**src/rtl/ccu_cmd_sched.sv**
```systemverilog
// rtl/ccu_cmd_sched.sv - two-requester command FIFO and issue sequencer in front of the CCU
//
// Purpose:
//   Accepts 8-bit commands from two requesters over valid/ready and buffers them
//   in a DEPTH-entry FIFO. Commands are issued one at a time on ccu_cmd and held
//   for cmd[7:6]+1 cycles. Consecutive commands are issued back-to-back with no
//   NOP gap.
//
// Configuration:
//   CCU_SCHED_FIXED_PRIO_EN - when defined, requester 0 always wins contention
//                             and no round-robin state exists. When undefined,
//                             contention is resolved round-robin.
//
// Ports:
//   clk, rst_n                   clock, asynchronous active-low reset
//   req0_valid/req0_cmd/req0_ready  requester 0 handshake
//   req1_valid/req1_cmd/req1_ready  requester 1 handshake
//   ccu_cmd                      registered command to the CCU (NOP_CMD when idle)
//   ccu_start                    one-cycle pulse on the first cycle of each command
//   busy                         a command occupies the CCU
//   fifo_level                   FIFO occupancy 0..DEPTH
//   issued_cnt                   wrapping count of issued commands

module ccu_cmd_sched #(
  parameter int          DEPTH   = 4,
  parameter int          AW      = 2,
  parameter logic [7:0]  NOP_CMD = 8'd0
) (
  input  logic          clk,
  input  logic          rst_n,
  input  logic          req0_valid,
  input  logic [7:0]    req0_cmd,
  output logic          req0_ready,
  input  logic          req1_valid,
  input  logic [7:0]    req1_cmd,
  output logic          req1_ready,
  output logic [7:0]    ccu_cmd,
  output logic          ccu_start,
  output logic          busy,
  output logic [AW:0]   fifo_level,
  output logic [15:0]   issued_cnt
);

  typedef enum logic {
    IDLE = 1'b0,
    EXEC = 1'b1
  } state_t;

  // FIFO storage and pointers
  logic [7:0]    mem_q [DEPTH];
  logic [AW-1:0] wr_ptr_q, wr_ptr_d;
  logic [AW-1:0] rd_ptr_q, rd_ptr_d;
  logic [AW:0]   level_q, level_d;
  logic          full, empty;
  logic          push, pop;
  logic [7:0]    push_data;
  logic [7:0]    head;

  // Issue FSM state
  state_t        state_q, state_d;
  logic [1:0]    rem_q, rem_d;
  logic [7:0]    cmd_q, cmd_d;
  logic          start_q, start_d;
  logic          busy_q, busy_d;
  logic [15:0]   issued_cnt_q, issued_cnt_d;
  logic          can_load;

  logic          gnt0, gnt1;

  assign full  = (level_q == (AW+1)'(DEPTH));
  assign empty = (level_q == '0);
  assign head  = mem_q[rd_ptr_q];

  // ------------------------------------------------------------------
  // Arbitration. Full blocks both requesters even if a pop happens in
  // the same cycle, so ready never depends on the issue FSM.
  // ------------------------------------------------------------------
`ifdef CCU_SCHED_FIXED_PRIO_EN
  always_comb begin
    gnt0 = req0_valid && !full;
    gnt1 = req1_valid && !req0_valid && !full;
  end
`else
  // prio_q names the requester favoured on contention. Each accepted push
  // hands the favour to the requester that was not granted, so reset value 0
  // lets requester 0 win the first contention.
  logic prio_q, prio_d;

  always_comb begin
    gnt0   = req0_valid && !full && (!req1_valid || (prio_q == 1'b0));
    gnt1   = req1_valid && !full && (!req0_valid || (prio_q == 1'b1));
    prio_d = prio_q;
    if (gnt0) begin
      prio_d = 1'b1;
    end else if (gnt1) begin
      prio_d = 1'b0;
    end
  end

  always_ff @(posedge clk or negedge rst_n) begin
    if (!rst_n) begin
      prio_q <= 1'b0;
    end else begin
      prio_q <= prio_d;
    end
  end
`endif

  assign req0_ready = gnt0;
  assign req1_ready = gnt1;
  assign push       = gnt0 || gnt1;
  assign push_data  = gnt0 ? req0_cmd : req1_cmd;

  // ------------------------------------------------------------------
  // Issue FSM. The last cycle of a command (rem==0) doubles as a load
  // slot, which is what makes back-to-back issue gapless.
  // ------------------------------------------------------------------
  always_comb begin
    state_d      = state_q;
    rem_d        = rem_q;
    cmd_d        = cmd_q;
    start_d      = 1'b0;
    busy_d       = busy_q;
    issued_cnt_d = issued_cnt_q;
    pop          = 1'b0;
    can_load     = (state_q == IDLE) || (rem_q == 2'd0);

    if (can_load) begin
      if (!empty) begin
        pop          = 1'b1;
        cmd_d        = head;
        rem_d        = head[7:6];
        start_d      = 1'b1;
        busy_d       = 1'b1;
        issued_cnt_d = issued_cnt_q + 16'd1;
        state_d      = EXEC;
      end else begin
        cmd_d        = NOP_CMD;
        busy_d       = 1'b0;
        state_d      = IDLE;
      end
    end else begin
      rem_d = rem_q - 2'd1;
    end
  end

  // ------------------------------------------------------------------
  // FIFO pointer / occupancy update
  // ------------------------------------------------------------------
  always_comb begin
    wr_ptr_d = wr_ptr_q;
    rd_ptr_d = rd_ptr_q;
    level_d  = level_q;
    if (push) begin
      wr_ptr_d = wr_ptr_q + AW'(1);
    end
    if (pop) begin
      rd_ptr_d = rd_ptr_q + AW'(1);
    end
    case ({push, pop})
      2'b10:   level_d = level_q + (AW+1)'(1);
      2'b01:   level_d = level_q - (AW+1)'(1);
      default: level_d = level_q;
    endcase
  end

  always_ff @(posedge clk or negedge rst_n) begin
    if (!rst_n) begin
      wr_ptr_q     <= '0;
      rd_ptr_q     <= '0;
      level_q      <= '0;
      state_q      <= IDLE;
      rem_q        <= 2'd0;
      cmd_q        <= NOP_CMD;
      start_q      <= 1'b0;
      busy_q       <= 1'b0;
      issued_cnt_q <= 16'd0;
    end else begin
      wr_ptr_q     <= wr_ptr_d;
      rd_ptr_q     <= rd_ptr_d;
      level_q      <= level_d;
      state_q      <= state_d;
      rem_q        <= rem_d;
      cmd_q        <= cmd_d;
      start_q      <= start_d;
      busy_q       <= busy_d;
      issued_cnt_q <= issued_cnt_d;
    end
  end

  // Storage needs no reset: entries are only read once the pointers say
  // they were written after the last reset.
  always_ff @(posedge clk) begin
    if (push) begin
      mem_q[wr_ptr_q] <= push_data;
    end
  end

  assign ccu_cmd    = cmd_q;
  assign ccu_start  = start_q;
  assign busy       = busy_q;
  assign fifo_level = level_q;
  assign issued_cnt = issued_cnt_q;

endmodule

```
**config.mk**
```make
export PLATFORM = sky130hd
export DESIGN_NAME = ccu_cmd_sched
export DESIGN_NICKNAME = d
export VERILOG_FILES = /design/src/rtl/ccu_cmd_sched.sv
export SDC_FILE = /design/constraint.sdc
export NUM_CORES = 1
export LEC_CHECK = 0
export CORE_MARGIN = 3
export CORE_UTILIZATION = 52
export CTS_CLUSTER_DIAMETER = 50
export DETAILED_ROUTE_END_ITERATION = 8
export PLACE_DENSITY = 0.91
export SYNTH_ARGS = -nofsm -noshare
export SYNTH_HDL_FRONTEND = slang
export SYNTH_SLANG_ARGS = --single-unit
```
**constraint.sdc**
```tcl
create_clock -name clk -period 3.1 [get_ports clk]
set_clock_uncertainty 0.2 [all_clocks]
set_input_delay 0.93 -clock clk [delete_from_list [all_inputs] [get_ports clk]]
set_output_delay 0.93 -clock clk [all_outputs]
set_load 0.01 [all_outputs]
```
; ---- Word-level counts from Yosys, hierarchy flattened
; Memory sizes are Yosys's and may differ from the RTL's.
; Index checks and enable logic that the tools add are counted.
; W data, S select, Z words.
[totals]
out_inout_bits = 31
in_bits = 20
reg_bits = 36
mem_bits_rw = 32
n_memories = 1
elab_cells = 50
[classes]
n_reduce_logical = 16
addsub = 6
n_bitwise = 3
n_mux = 11
eq_ne = 4
[memory_table]
columns = name, words, width, read_ports, rd_clocked_by_memory_dff, wr, line_no
row1 = mem_q, 4, 8, 1, 0, 1, 50  ; logic [7:0] mem_q [DEPTH];
[ops]
columns = cell, count
row1 = $add A16 B1 Y16 const B, 1
row2 = $mux W8, 2
row3 = $mux W1, 6
row4 = $pmux W3 S2, 1
row5 = $add A2 B1 Y2 const B, 2
row6 = $logic_and A1 B1 Y1, 4
row7 = $logic_or A1 B1 Y1, 4
row8 = $mux W2, 2
row9 = $reduce_bool A2 Y1, 2
row10 = $add A3 B1 Y3 const B, 1
row11 = $eq A3 B3 Y1 const B, 1
row12 = $logic_not A1 Y1, 3
row13 = $logic_not A3 Y1, 1
row14 = $not A1 Y1, 3
row15 = $sub A3 B1 Y3 const B, 1
row16 = $eq A2 B1 Y1 const B, 1
row17 = $eq A2 B2 Y1 const B, 1
row18 = $logic_not A2 Y1, 1
row19 = $ne A2 B2 Y1 const B, 1
row20 = $reduce_and A2 Y1, 1
row21 = $sub A2 B1 Y2 const B, 1

; ---- Logic depth before layout (Yosys ltp)
; Gate-level depths: netlist of run 1.
[depth]
depth_word = 7
depth_mapped = 11
ltp_nobuf = 10

; ---- Worst setup path after synthesis of run 1
; Ideal clock, no wire load.
[synth_path]
path_kind = in2out
startpoint = input req0_valid
endpoint = output req0_ready
path_buffers = 1
slack_ns = 0.620
required_ns = 1.970
t_arrival_ns = 1.350
path_stages = 4
path_cell_list = nand2_1 -> a21o_1 -> buf_2 -> inv_2
[synth_between]
elab_chain_len = 2
[synth_rtl]
columns = element, line_no
row1 = start: declaration, 31  ; input logic req0_valid,
row2 = $logic_and A1 B1 Y1 (2 in a row), 90  ; gnt0 = req0_valid && !full && (!req1_valid || (prio_q == 1'b0));
row3 = end: declaration, 33  ; output logic req0_ready,
; Every way passes these cells.

; ---- Worst setup path after layout of run 1
[layout_path]
startpoint = input req1_valid
endpoint = output req1_ready
[layout_between]
elab_chain_len = 2
[layout_rtl]
columns = element, line_no
row1 = start: declaration, 34  ; input logic req1_valid,
row2 = $logic_and A1 B1 Y1 (2 in a row), 91  ; gnt1 = req1_valid && !full && (!req0_valid || (prio_q == 1'b1));
row3 = end: declaration, 36  ; output logic req1_ready,
; Every way passes these cells.

==> impl_metrics.env, run 1 <==
export IMPL_status="finished, final reports clean"
export IMPL_maxCapViolCount=0
export IMPL_synth_warnings=0
export IMPL_synth_edf_count=32
export IMPL_reg2reg_depth=9
export IMPL_min_delay_path_class="flop to flop"
export IMPL_worst_pin_slew_ps=584
export IMPL_die_h_um=80.8
export IMPL_r2r_end="fifo_level[2]"
export IMPL_grt_max_degree=37
export IMPL_numCtsBuffers=9
export IMPL_final_setup_viol_count=0
export IMPL_nets=289
export IMPL_clockBufferDepth=2
export IMPL_clk_pin_slew_ps=60
export IMPL_remaining_drc_errors=0
export IMPL_ys_seq_area_share_pct=63.9
export IMPL_wl_per_cell_um=15.7
export IMPL_numPortBuffers=50
export IMPL_cp_cell_sequence="clkdlybuf4s50_1, nand2_1, a21oi_1, buf_2"
export IMPL_ant_nets=0
export IMPL_fin_crit_sh_pct=97.3
export IMPL_yosysTopAreaCell="edfxtp_1"
export IMPL_rsz0062_at_grt="no"
export IMPL_min_path_cells=1
export IMPL_yosysMostFrequentCell="dfrtp_1"
export IMPL_crit_arrival_ps=1890
export IMPL_start_util_pct=55.3
export IMPL_critPathRequiredTime_ps=1970
export IMPL_gp_congestion=0.831
export IMPL_die_area_um2=6540
export IMPL_p_leak_uw=0.00148
export IMPL_drt_wl_total_um=5280
export IMPL_grt_pass1_wl_um=8660
export IMPL_min_period_ps=3020
export IMPL_critPathCaptureType="output pin"
export IMPL_crit_buf_inv=2
export IMPL_grt_pass1_vias=1824
export IMPL_r2r_start="fifo_level[0]"
export IMPL_synth_cell_types=37
export IMPL_postCtsHoldBufs=0
export IMPL_grtUsageTotal_pct=18.1
export IMPL_crit_path_start="req1_valid"
export IMPL_slew_violations=0
export IMPL_holdWs_ps=269
export IMPL_irDropWorstVdd_v=0.000451
export IMPL_cts_sinks=68
export IMPL_drt_pre_antenna_iters=4
export IMPL_path_delay_family="buffers and inverters"
export IMPL_max_freq_ghz=0.331
export IMPL_worstPathMaxFanout=3
export IMPL_power_uw=3330
export IMPL_synth_nets=227
export IMPL_crit_type="primary input to output pin"
export IMPL_diodes=0
export IMPL_synthesis_area_um2=2910
export IMPL_grt_overflow=0
export IMPL_final_setup_worst_slack_ps=83.1
export IMPL_antenna_found_initial=0
export IMPL_dr_first_iter_drc_count=77
export IMPL_ys_flop_type="dfrtp_1"
export IMPL_ys_ff_latch=68
export IMPL_cts_tree="done"
export IMPL_post_dp_hpwl_um=3910
export IMPL_drive_gt1_share_pct=13.5
export IMPL_cts_root_buffer="clkbuf_8"
export IMPL_r2r_setup_slack_ps=700
export IMPL_postPlaceCellArea_um2=3520
export IMPL_max_stage_delay_ps=520
export IMPL_routed_via_density=5.29
export IMPL_syn_inst=199
export IMPL_post_place_ws_ps=-329
export IMPL_clkLatencyLatePin_ps=330
export IMPL_synth_top_area_share_pct=33.0
export IMPL_coreArea_um2=5270
export IMPL_hold_viol_final=0
export IMPL_area_delta_synth_final_pct=25.8
export IMPL_min_delay_start="issued_cnt[15]"
export IMPL_synthArstFlopShare_pct=52.9
export IMPL_ctsHtreeMaxLevel=3
export IMPL_ioPinCount=51
export IMPL_slowest_stage="clkdlybuf4s50_1"
export IMPL_netlist_top_cells_area="edfxtp_1 (33%), dfrtp_1 (31%), mux4_2 (6.2%), xor2_1 (3.6%), mux2_1 (3.1%)"
export IMPL_vias=1776
export IMPL_relSlewSlack_pct=61.1
export IMPL_worst_setup_path_start_kind="primary input"
export IMPL_die_x_um=80.8
export IMPL_hold_end="issued_cnt[15]"
export IMPL_num_rows=26
export IMPL_final_cell_area_um2=3660
export IMPL_p_per_area_nw_per_um2=910
export IMPL_yosys_top_cells_count="dfrtp_1 (36), edfxtp_1 (32), nand2_1 (18)"
export IMPL_syn_area_per_cell_um2=14.6
-- metrics by stage --
step / util [%] / setup TNS, ps / instances
after floorplan: - / 0 / 199
after global placement: 66.8 / -470 / 320
after detailed placement: 66.8 / -621 / 320
after CTS: 69.6 / 0 / 336
after global routing: 69.5 / 0 / 336
final: 69.5 / 0 / 336
-- layout make-up --
type                    instances  area (µm²)
clock buffers                  12         135
flip-flops and latches         68        1860
clock inverters                 4        16.3
multi-input cells             112         971
well taps                      70        87.6
repair buffers                 57         543
fillers                       371        1610
inverters                      13        48.8
-- worst reg2reg max path, delay by kind of cell, from the launching register on --
family / cells / cell delay [ps]
AND/OR/NAND/NOR: 2 / 570
AO/OA/AOI/OAI: 1 / 140
flip-flops: 1 / 440
buffers and inverters: 2 / 120
XOR/XNOR: 2 / 300
adder cells (fa/ha/maj): 2 / 560
-- worst max-delay path by stage --
stage,endpoint,depth (start not counted)
2_1_floorplan,req0_ready,4
4_1_cts,req0_ready,5
5_1_grt,req1_ready,4
3_3_place_gp,req0_ready,5
6_report,req1_ready,4
3_5_place_dp,req1_ready,4
-- power breakdown --
part | internal (µW) | leakage [µW] | switching [µW]
Sequential | 1290 | 0.000749 | 236
Combinational | 654 | 0.000651 | 575
Clock | 282 | 0.0000769 | 296
-- kinds of logic (layout without fill, tap and decap cells) --
| logic type | Yosys count | count (layout) | share of synthesized area, % |
|---|---|---|---|
| buffers and inverters | 19 | 86 | 2.84 |
| muxes | 18 | 18 | 10.0 |
| and+or+nand+nor | 50 | 50 | 9.54 |
| adders and majority gates | 8 | 8 | 3.69 |
| AOI/OAI and AO/OA | 15 | 15 | 3.69 |
| DFF | 68 | 68 | 63.9 |
| xor gates and xnor gates | 21 | 21 | 6.31 |
-- layer usage --
metal	up-vias	part of all wire, %	track usage [%]
met2	51	50	30.2
met4	0	2.9	10.3
met3	12	4.2	3.44
met1	879	43	22.1
met5	-	0	0
li1	834	-	-
-- registers in the layout (all words and copies together) (netlist names) --
signal / count
fifo_level: 3
mem_q: 32
busy: 1
rem_q: 2
wr_ptr_q: 2
ccu_start: 1
ccu_cmd: 8
rd_ptr_q: 2
issued_cnt: 16
prio_q: 1
-- cells in the final DEF, fill, tap and decap left out, types with 2 or more instances in the layout --
| master | n |
|---|---|
| inv_2 | 2 |
| buf_4 | 7 |
| nand4_1 | 4 |
| o21ai_0 | 2 |
| nor4_2 | 4 |
| mux4_2 | 8 |
| a21oi_1 | 2 |
| clkbuf_8 | 9 |
| nor2_1 | 5 |
| clkdlybuf4s50_1 | 48 |
| xor2_1 | 12 |
| edfxtp_1 | 32 |
| dfrtp_1 | 36 |
| nor3_1 | 5 |
| and2_1 | 5 |
| buf_2 | 2 |
| clkbuf_1 | 3 |
| clkinv_1 | 4 |
| nand2_1 | 17 |
| inv_1 | 10 |
| mux2_1 | 8 |
| xnor2_1 | 9 |
| a22o_1 | 6 |
| ha_1 | 7 |
| or3_1 | 2 |
| nand3_1 | 2 |
-- timing repair --
item                                   in CTS  in global routing
gates cloned                                0                  0
endpoints found under the hold margin       0                  0
resized for setup                           7                  2
setup endpoints to repair                   2                  1
buffers inserted                            0                  0
Note: power is estimated with default switching activity, not from simulation.
==> run 2: changes to the inputs <==
ABC_CLOCK_PERIOD_IN_PS = 3100   (was default)
HOLD_SLACK_MARGIN = 0.06   (was default)
==> results of run 2 <==
The final DEF is identical to that of run 1; final timing and power are the same.
